<file path="src/rtl/eth_pkt_gen.sv">
// eth_pkt_gen: Ethernet test-frame generator driving an AXI-Stream MAC TX port.
// Bursts of fixed-length frames with selectable payload and inter-frame gap.
//
// Ports:
//   clk_mac, rst_n        clock, async active-low reset
//   start, stop           burst request / end burst after current frame
//   cfg_len/count/gap/mode  burst config, latched on accepted start
//   tx_axis_mac_*         8-bit AXI-Stream master (tdata/tvalid/tlast/tready)
//   busy, done            burst active / one-cycle end-of-burst pulse
//   pkt_sent_cnt          frames completed in current or last burst
module eth_pkt_gen #(
  parameter logic [47:0] DST_MAC   = 48'hFFFF_FFFF_FFFF,
  parameter logic [47:0] SRC_MAC   = 48'h0000_0000_0000,
  parameter logic [15:0] ETHERTYPE = 16'hEBEB,
  parameter int          MAX_LEN   = 1514,
  parameter int          CNT_W     = 16,
  parameter int          GAP_W     = 16
) (
  input  logic             clk_mac,
  input  logic             rst_n,
  input  logic             start,
  input  logic             stop,
  input  logic [10:0]      cfg_len,
  input  logic [CNT_W-1:0] cfg_count,
  input  logic [GAP_W-1:0] cfg_gap,
  input  logic [1:0]       cfg_mode,
  output logic [7:0]       tx_axis_mac_tdata,
  output logic             tx_axis_mac_tvalid,
  output logic             tx_axis_mac_tlast,
  input  logic             tx_axis_mac_tready,
  output logic             busy,
  output logic             done,
  output logic [CNT_W-1:0] pkt_sent_cnt
);

  typedef enum logic [1:0] {
    S_IDLE,
    S_SEND,
    S_GAP
  } state_t;

  localparam logic [10:0] LMIN = 11'd60;
  localparam logic [10:0] LMAX = 11'(MAX_LEN);
  localparam logic [7:0]  SEED = 8'hFF;
  localparam logic [7:0]  HDR0 = DST_MAC[47:40];

  state_t           r_state;
  logic [10:0]      r_len_m1;
  logic [CNT_W-1:0] r_count;
  logic [GAP_W-1:0] r_gap;
  logic [1:0]       r_mode;
  logic [10:0]      r_idx;
  logic [7:0]       r_seq;
  logic [7:0]       r_lfsr;
  logic             r_stop;
  logic [GAP_W-1:0] r_gap_cnt;
  logic [CNT_W-1:0] r_cnt;
  logic [7:0]       r_tdata;
  logic             r_tvalid;
  logic             r_tlast;
  logic             r_busy;
  logic             r_done;

  logic [10:0]      w_len;
  logic [10:0]      w_nidx;
  logic [7:0]       w_lfsr_use;
  logic [7:0]       w_nbyte;
  logic             w_hs;
  logic [CNT_W-1:0] w_cnt_nx;
  logic             w_end;

  function automatic logic [7:0] f_step(input logic [7:0] l);
    return {l[6:0], l[7] ^ l[5] ^ l[4] ^ l[3]};
  endfunction

  function automatic logic [7:0] f_byte(
    input logic [10:0] idx,
    input logic [1:0]  mode,
    input logic [7:0]  seq,
    input logic [7:0]  lfsr
  );
    logic [7:0] b;
    b = '0;
    unique case (1'b1)
      (idx < 11'd6):
        b = 8'(DST_MAC >> (6'd40 - {idx[2:0], 3'b000}));
      (idx >= 11'd6 && idx < 11'd12):
        b = 8'(SRC_MAC >> (7'd88 - {idx[3:0], 3'b000}));
      (idx == 11'd12 || idx == 11'd13):
        b = idx[0] ? ETHERTYPE[7:0] : ETHERTYPE[15:8];
      (idx >= 11'd14): begin
        unique case (mode)
          2'd0: b = idx[7:0];
          2'd1: b = seq;
          2'd2: b = lfsr;
          2'd3: b = 8'h00;
        endcase
      end
    endcase
    return b;
  endfunction

  always_comb begin
    w_len = cfg_len;
    if (cfg_len < LMIN) w_len = LMIN;
    else if (cfg_len > LMAX) w_len = LMAX;
  end

  // LFSR only advances once a payload byte has been handed over
  assign w_nidx     = r_idx + 11'd1;
  assign w_lfsr_use = (r_idx >= 11'd14) ? f_step(r_lfsr) : r_lfsr;
  assign w_nbyte    = f_byte(w_nidx, r_mode, r_seq, w_lfsr_use);
  assign w_hs       = r_tvalid & tx_axis_mac_tready;
  assign w_cnt_nx   = r_cnt + 1'b1;
  assign w_end      = r_stop | stop |
                      ((r_count != '0) && (w_cnt_nx == r_count));

  always_ff @(posedge clk_mac or negedge rst_n) begin
    if (!rst_n) begin
      r_state   <= S_IDLE;
      r_len_m1  <= '0;
      r_count   <= '0;
      r_gap     <= '0;
      r_mode    <= '0;
      r_idx     <= '0;
      r_seq     <= '0;
      r_lfsr    <= '0;
      r_stop    <= 1'b0;
      r_gap_cnt <= '0;
      r_cnt     <= '0;
      r_tdata   <= '0;
      r_tvalid  <= 1'b0;
      r_tlast   <= 1'b0;
      r_busy    <= 1'b0;
      r_done    <= 1'b0;
    end else begin
      r_done <= 1'b0;
      unique case (r_state)
        S_IDLE: begin
          if (start && !stop) begin
            r_len_m1 <= w_len - 11'd1;
            r_count  <= cfg_count;
            r_gap    <= cfg_gap;
            r_mode   <= cfg_mode;
            r_cnt    <= '0;
            r_seq    <= '0;
            r_stop   <= 1'b0;
            r_idx    <= '0;
            r_lfsr   <= SEED;
            r_tdata  <= HDR0;
            r_tvalid <= 1'b1;
            r_tlast  <= 1'b0;
            r_busy   <= 1'b1;
            r_state  <= S_SEND;
          end
        end
        S_SEND: begin
          if (stop) r_stop <= 1'b1;
          if (w_hs) begin
            if (r_idx != r_len_m1) begin
              r_idx   <= w_nidx;
              r_tdata <= w_nbyte;
              r_tlast <= (w_nidx == r_len_m1);
              r_lfsr  <= w_lfsr_use;
            end else begin
              r_cnt   <= w_cnt_nx;
              r_seq   <= r_seq + 8'd1;
              r_idx   <= '0;
              r_lfsr  <= SEED;
              r_tlast <= 1'b0;
              if (w_end) begin
                r_state  <= S_IDLE;
                r_tvalid <= 1'b0;
                r_busy   <= 1'b0;
                r_done   <= 1'b1;
                r_stop   <= 1'b0;
              end else if (r_gap == '0) begin
                r_tdata <= HDR0;
              end else begin
                r_state   <= S_GAP;
                r_tvalid  <= 1'b0;
                r_gap_cnt <= r_gap;
              end
            end
          end
        end
        S_GAP: begin
          if (stop) begin
            r_state <= S_IDLE;
            r_busy  <= 1'b0;
            r_done  <= 1'b1;
            r_stop  <= 1'b0;
          end else if (r_gap_cnt == GAP_W'(1)) begin
            r_state  <= S_SEND;
            r_tvalid <= 1'b1;
            r_tdata  <= HDR0;
          end else begin
            r_gap_cnt <= r_gap_cnt - 1'b1;
          end
        end
        default: r_state <= S_IDLE;
      endcase
    end
  end

  assign tx_axis_mac_tdata  = r_tdata;
  assign tx_axis_mac_tvalid = r_tvalid;
  assign tx_axis_mac_tlast  = r_tlast;
  assign busy               = r_busy;
  assign done               = r_done;
  assign pkt_sent_cnt       = r_cnt;

endmodule
</file>
<file path="config.mk">
export PLATFORM = sky130hd
export DESIGN_NAME = eth_pkt_gen
export DESIGN_NICKNAME = d
export VERILOG_FILES = /design/src/rtl/eth_pkt_gen.sv
export SDC_FILE = /design/constraint.sdc
export NUM_CORES = 1
export LEC_CHECK = 0
export CORE_ASPECT_RATIO = 0.9
export CORE_MARGIN = 1
export CORE_UTILIZATION = 62
export CTS_BUF_LIST = sky130_fd_sc_hd__clkbuf_16
export DETAILED_ROUTE_END_ITERATION = 12
export PLACE_DENSITY = 0.86
export SYNTH_ARGS = -nofsm -noshare
export SYNTH_HDL_FRONTEND = slang
export SYNTH_SLANG_ARGS = --single-unit
</file>
<file path="constraint.sdc">
create_clock -name clk_mac -period 7.3 [get_ports clk_mac]
set_input_delay 1.095 -clock clk_mac [delete_from_list [all_inputs] [get_ports clk_mac]]
set_output_delay 1.095 -clock clk_mac [all_outputs]
set_load 0.005 [all_outputs]
</file>
==> results of run 1 <==
==> layout by cell type (no fill, tap or decap), types with 18 or more instances in the layout <==
cell             count
a21oi_1             37
clkdlybuf4s50_1     76
dfrtp_1            119
inv_1               23
nand2_1            164
nand3_1             18
nand4_1             25
nor2_1              80
nor3_1              37
nor4_1              22
o21ai_0             52
xnor2_1             29
xor2_1              34
==> sequential cells by signal (all words and copies together) (netlist names), 2 cells and up <==
name	cells
r_idx	11
r_gap_cnt	16
r_seq	8
r_state	2
r_gap	16
pkt_sent_cnt	16
r_count	16
tx_axis_mac_tdata	8
r_mode	2
r_len_m1	11
r_lfsr	8
==> stage by stage <==
step / std cells / setup slack (ns) / area (µm²) / hold WS, ns
6_report: 1132 / 3.414 / 8980 / 0.4739
5_1_grt: 1132 / 3.130 / 8980 / 0.4879
4_1_cts: 1132 / 3.476 / 8980 / 0.4778
3_5_place_dp: 1102 / 3.331 / 8438 / 0.4665
3_3_place_gp: 1102 / 3.392 / 8438 / 0.4579
2_1_floorplan: 918 / 4.431 / 7674 / 0.4481
==> logic make-up after synthesis <==
family,after synthesis
and+or+nand+nor,421
AOI/OAI and AO/OA,203
DFF,119
buffers and inverters,82
xor gates and xnor gates,63
muxes,18
adders and majority gates,12
==> routing by layer <==
| metal | vias to the layer above | routed length, µm | share of wire [%] |
|---|---|---|---|
| li1 | 3366 | - | - |
| met2 | 315 | 8704 | 44 |
| met5 | - | 0 | 0 |
| met4 | 0 | 507 | 2.6 |
| met3 | 44 | 1495 | 7.6 |
| met1 | 3441 | 9054 | 46 |
==> cell type report <==
cell class	count	area, µm²
multi-input combinational	717	4357
fill	922	3097
timing repair buffer	84	820.8
clock buffer	17	425.4
sequential	119	2978
inverter	22	82.58
tap	160	200.2
clock inverter	13	116.4
==> worst max-delay path: stages, from the launching register on <==
cell and delay, ns:
dfrtp_1 0.53, ha_1 0.36, nand3_1 0.34, nor4_1 0.58
xnor2_1 0.18, nand4_1 0.27, nor4_4 0.94, nand3b_4 0.35
a41oi_1 0.13
==> where the power goes <==
group | switching [W] | internal, W
registers | 0.000240 | 0.000842
logic | 0.000613 | 0.000430
clock network | 0.000290 | 0.000488
total | 0.00114 | 0.00176
==> worst max path at each step <==
| stage | depth (start not counted) | to | slack [ns] | startpoint |
|---|---|---|---|---|
| finish | 8 | tx_axis_mac_tvalid$_DFFE_PN0P_ | 3.41 | pkt_sent_cnt[0]$_DFFE_PN0P_ |
| global route | 8 | tx_axis_mac_tvalid$_DFFE_PN0P_ | 3.13 | pkt_sent_cnt[0]$_DFFE_PN0P_ |
| CTS | 8 | tx_axis_mac_tvalid$_DFFE_PN0P_ | 3.48 | pkt_sent_cnt[0]$_DFFE_PN0P_ |
| detailed placement | 8 | r_seq[3]$_DFFE_PN0P_ | 3.33 | stop |
| global placement | 8 | r_seq[3]$_DFFE_PN0P_ | 3.39 | stop |
| floorplan | 11 | r_gap_cnt[12]$_DFFE_PN0P_ | 4.43 | pkt_sent_cnt[1]$_DFFE_PN0P_ |
==> impl_results.rst, run 1 <==
.. list-table::
   :header-rows: 1

   * - Metric
     - Value
   * - Result of the run
     - complete, no violations
   * - Finish-stage setup viols
     - 0
   * - Startpoint types
     - register
   * - Post-route fraction of the period consumed by the critical path
     - 53.23%
   * - IO buf count
     - 77
   * - Number of library cell types mapped by synthesis
     - 73
   * - Synth cell count leaders
     - nand2_1 (164), dfrtp_1 (119), nor2_1 (81)
   * - Power Density
     - 323.3 nW/µm²
   * - Area Overhead vs Synth
     - 17.02%
   * - Final wirelength
     - 19.76 mm
   * - R2R Path End
     - tx_axis_mac_tvalid$_DFFE_PN0P_
   * - Largest area contributor in the synthesized netlist
     - dfrtp_1
   * - Warnings from Yosys
     - 0
   * - Synthesized-area fraction occupied by ao, oa, aoi and oai cells
     - 17.77%
   * - Number of max-cap violations
     - 0
   * - Worst hold path cell count
     - 1
   * - Width of the die
     - 119.3 µm
   * - Launch point of the worst reg-to-reg path
     - pkt_sent_cnt[0]$_DFFE_PN0P_
   * - Total gr overflow
     - 0
   * - Final-report max-slew violation count
     - 0
   * - Worst endpoint required time
     - 7.54 ns
   * - Via/cell ratio
     - 6.330
   * - Endpoints failing hold
     - 0
   * - Largest family of logic cells by synthesized area
     - simple AND/OR/NAND/NOR gates
   * - Number of antenna repair diodes
     - 0
   * - Largest net degree at the start of global routing
     - 75
   * - Grt peak-use layer
     - met2
   * - Insertion delay of the later-clocked pin in the worst-skew pair
     - 0.42 ns
   * - Origin of the worst min-delay path
     - tx_axis_mac_tlast$_DFFE_PN0P_
   * - Parity-gate share of the synthesized area counting xor and xnor cells
     - 7.191%
   * - Share of the core filled with cells in the final layout
     - 74.36%
   * - Number of hold buffers added after CTS
     - 0
   * - CTS-repair resized insts
     - 0
   * - Sequential share of the synthesized area
     - 38.81%
   * - Multiplexer share of the synthesized area
     - 2.446%
   * - GR Util met3
     - 7.097%
   * - Netlist Area Pre-Place
     - 7674 µm²
   * - Design Power
     - 0.002903 W
   * - Global Route met1 Usage
     - 46.25%
   * - Path depth of the worst reg2reg path
     - 8
   * - IO Pins
     - 78
   * - Vias after detailed routing
     - 7,166
   * - Final critical-path required period
     - 3.886 ns
   * - Global-route wire length before repair
     - 32.52 mm
   * - Fmax
     - 257.3 MHz
   * - Post-CTS clock slew at the launch and capture registers of the worst setup and hold paths
     - 0.05 ns
   * - RSZ-0062 raised after global routing
     - false
   * - Overall Global Routing Usage
     - 32.48%
   * - Share of the synthesized area in the top cell type
     - 38.81%
   * - Post-CTS repair timing setup buffer count
     - 0
   * - First drt pass iteration count
     - 5
   * - Worst-path maximum fanout
     - 16
   * - FF-to-FF setup slack
     - 3.41 ns
   * - Leakage dissipation
     - 3.835 nW
   * - RD Place Congestion
     - 0.8824
   * - Cells after synthesis
     - 918
   * - Ys async rst share
     - 100.0%
   * - Cell with the most instances after synthesis
     - nand2_1
   * - Proportion of layout cells with a drive suffix above 1
     - 7.202%
   * - Hold-critical path endpoint
     - tx_axis_mac_tlast$_DFFE_PN0P_
   * - Fraction of met2 tracks used by global routing
     - 47.97%
   * - Synthesized area per cell
     - 8.359 µm²
   * - CTS tree
     - yes
   * - Adder and majority gate portion of the synthesized area
     - 1.957%
   * - Final clock skew
     - 0.006990 ns
   * - Post-detailed-route DRC marker count
     - 0
   * - DPL Wire Length
     - 13.27 mm
   * - Starting density of the core
     - 63.54%
   * - CTS Buf Count
     - 17
   * - Y dimension of the die
     - 107.5 µm
   * - Nature of the critical path endpoint
     - register
   * - Number of buffers on the longest clock path
     - 2
   * - Fin Setup TNS
     - 0 ns
   * - Actual slew at the worst max-slew pin
     - 1.269 ns
   * - Vias in the first global route
     - 6,530
   * - Simple-gate area share of the yosys netlist
     - 27.16%
   * - H-tree levels
     - 4
   * - TritonCTS Sinks
     - 119
   * - Worst slew margin
     - 14.97%
   * - Antenna violation net count after detailed routing
     - 0
   * - Layout Nets
     - 1,023
   * - Critical setup path kind
     - register to register
   * - Number of placement rows
     - 38
   * - Top post-synthesis cells by area
     - dfrtp_1 (39%), nand2_1 (8.0%), nor2_1 (4.0%)
   * - Class of the tightest hold or removal check
     - register to register
   * - Most instantiated flip-flop cell in the synthesis netlist
     - dfrtp_1
   * - Worst-case vdd ir drop
     - 188.4 µV
   * - Area enclosed by the die boundary
     - 12,830 µm²
   * - Critical path arrival
     - 4.12 ns
   * - Number of antenna violations at the first check in global routing
     - 0
   * - Avg WL per Cell
     - 17.46 µm
   * - Master cell of the clock root buffer
     - clkbuf_16
   * - Starting DRC count in detailed routing
     - 761
   * - EDFF count, synth
     - 0
   * - Net count after synthesis
     - 980
   * - Std-Cell Core Area
     - 12,080 µm²
   * - Yosys reg bits
     - 119
(Power assumes the default switching activity.)
==> inputs of run 2 (changes only) <==
- CORE_UTILIZATION: 62 -> 52
- PLACE_DENSITY: 0.86 -> 0.77
- clock period: 7.3 -> 3.4 ns (I/O delays scaled with it)
==> run 2 against run 1 <==
Compared with the run above:
- register-to-register slack got worse by 3.1 ns
- cell area increased by 3.7%
- power increased by 130%
- clock power rose to 2.6 times the previous value
- hold slack worse by 0.36 ns
- worst setup slack lost 3.1 ns
- cell count rose by 5.0%
- global-route usage shrank 3.8 points
- via count decreased by 0.66%
- clock-buffer cell count stayed put
- critical path depth did not move
- combinational power increased by 120%
- critical path type unchanged
- critical endpoint is now r_gap_cnt[10]$_DFFE_PN0P_
- largest power group unchanged
==> impl_results.rst, run 2 (same netlist as run 1, synthesis figures left out) <==
.. list-table::
   :header-rows: 1

   * - Metric
     - Value
   * - Width of the die
     - 130.1 µm
   * - Number of placement rows
     - 41
   * - Master cell of the clock root buffer
     - clkbuf_16
   * - First drt pass iteration count
     - 7
   * - Global-route wire length before repair
     - 33.75 mm
   * - Class of the tightest hold or removal check
     - primary input to asynchronous set/reset pin
   * - Vias in the first global route
     - 6,722
   * - Insertion delay of the later-clocked pin in the worst-skew pair
     - 0.43 ns
   * - CTS-repair resized insts
     - 1
   * - Post-CTS clock slew at the launch and capture registers of the worst setup and hold paths
     - 0.06 ns
   * - Number of antenna repair diodes
     - 0
   * - Via/cell ratio
     - 5.987
   * - CTS Buf Count
     - 17
   * - Hold slack
     - 0.1129 ns
   * - CTS tree
     - yes
   * - Worst endpoint required time
     - 3.70 ns
   * - TritonCTS Sinks
     - 119
   * - Largest net degree at the start of global routing
     - 54
   * - Overall Global Routing Usage
     - 28.67%
   * - Antenna violation net count after detailed routing
     - 0
   * - Post-detailed-route DRC marker count
     - 0
   * - Worst-path maximum fanout
     - 17
   * - Endpoints failing hold
     - 0
   * - Vias after detailed routing
     - 7,119
   * - Y dimension of the die
     - 117.2 µm
   * - Fmax
     - 321.5 MHz
   * - Startpoint types
     - register
   * - Power Density
     - 714.6 nW/µm²
   * - Actual slew at the worst max-slew pin
     - 0.8163 ns
   * - IO buf count
     - 77
   * - Layout Nets
     - 1,045
   * - Std-Cell Core Area
     - 14,210 µm²
   * - Design Power
     - 0.006658 W
   * - Proportion of layout cells with a drive suffix above 1
     - 9.739%
   * - Worst-case vdd ir drop
     - 446.1 µV
   * - DPL Wire Length
     - 14.28 mm
   * - Starting density of the core
     - 54.00%
   * - Leading cell types in the layout, fill and taps excluded
     - nand2_1 (164), dfrtp_1 (119), nor2_1 (80)
   * - Post-placement cell area
     - 8645 µm²
   * - Worst slew margin
     - 44.89%
   * - Final clock skew
     - 0.008212 ns
   * - Result of the run
     - complete, no violations
   * - H-tree levels
     - 4
   * - Post-route fraction of the period consumed by the critical path
     - 91.49%
   * - Critical setup path kind
     - register to register
   * - Number of antenna violations at the first check in global routing
     - 0
   * - RD Place Congestion
     - 0.8993
   * - Area enclosed by the die boundary
     - 15,250 µm²
   * - Critical path arrival
     - 3.42 ns
   * - Filler Cell Count
     - 1,171
   * - Leakage dissipation
     - 3.996 nW
   * - Number of hold buffers added after CTS
     - 0
   * - Starting DRC count in detailed routing
     - 570
   * - IO Pins
     - 78
   * - Finish-stage setup viols
     - 0
   * - Total gr overflow
     - 0
   * - Final instance count without filler cells
     - 1,189
   * - Avg WL per Cell
     - 16.88 µm
   * - Post-CTS repair timing setup buffer count
     - 0
   * - RSZ-0062 raised after global routing
     - false
   * - Area Overhead vs Synth
     - 21.41%
   * - Final wirelength
     - 20.07 mm
   * - Most common library cell in the layout ignoring fill and taps
     - nand2_1
   * - Post-route design area
     - 9316 µm²
   * - Nature of the critical path endpoint
     - register
   * - Placed Cells
     - 1,157
   * - Fin Setup TNS
     - 0 ns
   * - Final critical-path required period
     - 3.111 ns
   * - Final-report max-slew violation count
     - 0
   * - Number of max-cap violations
     - 0
   * - Number of buffers on the longest clock path
     - 2
-- run 2: routing by layer --
layer	vias to the layer above	GRT usage (%)	routed length [µm]
met2	251	42.94	8928
met5	-	0	0
li1	3413	-	-
met1	3410	40.49	9431
met4	0	11.47	488
met3	45	6.136	1219
-- run 2: power by group --
group / internal, W / total, W / switching (W)
sequential: 0.00181 / 0.00234 / 0.000534
combinational: 0.000979 / 0.00228 / 0.00131
clock: 0.00136 / 0.00203 / 0.000669
total: 0.00415 / 0.00666 / 0.00251
-- run 2: per-stage QoR --
step | util (%) | setup WS (ns)
finish | 65.56 | 0.2892
global placement | 60.83 | 0.1045
CTS | 65.48 | 0.09080
detailed placement | 60.83 | -0.02695
global route | 65.56 | 0.07601
floorplan | - | 0.5311
-- run 2: worst paths after layout --
| kind | startpoint | endpoint | slack [ns] | cells after the start |
|---|---|---|---|---|
| max reg2reg | pkt_sent_cnt[1]$_DFFE_PN0P_ | r_gap_cnt[10]$_DFFE_PN0P_ | 0.29 | 8 |
| min | rst_n | r_len_m1[5]$_DFFE_PN0P_ | 0.11 | 1 |
| max | pkt_sent_cnt[1]$_DFFE_PN0P_ | r_gap_cnt[10]$_DFFE_PN0P_ | 0.29 | 8 |
| max in group asynchronous | rst_n | r_count[2]$_DFFE_PN0P_ | 2.47 | 2 |
| min reg2reg | r_gap_cnt[13]$_DFFE_PN0P_ | r_gap_cnt[13]$_DFFE_PN0P_ | 0.50 | 1 |
| min in group clk_mac | r_gap_cnt[13]$_DFFE_PN0P_ | r_gap_cnt[13]$_DFFE_PN0P_ | 0.50 | 1 |
-- run 2: layout make-up --
type / instances / area (µm²) / share of cell area (%)
clock inverters: 15 / 234.0 / 2.511
flip-flops and latches: 119 / 2978 / 31.96
inverters: 22 / 82.58 / 0.8864
repair buffers: 106 / 985.9 / 10.58
well taps: 193 / 241.5 / 2.592
multi-input cells: 717 / 4369 / 46.90
clock buffers: 17 / 425.4 / 4.566
-- run 2: worst max-delay path, stage by stage (launching register included) --
cell and delay, ns:
dfrtp_1 0.45, ha_1 0.34, nand3_2 0.25, nor4_2 0.45, xnor2_1 0.16, nand4_1 0.24, o41a_2 0.74, o211ai_1 0.23
o211ai_1 0.11
==> inputs of run 3 (changes only) <==
- SLEW_MARGIN: unset -> 20
==> results of run 3 <==
Same layout as run 2: the final DEF is identical, and so are final timing and power.
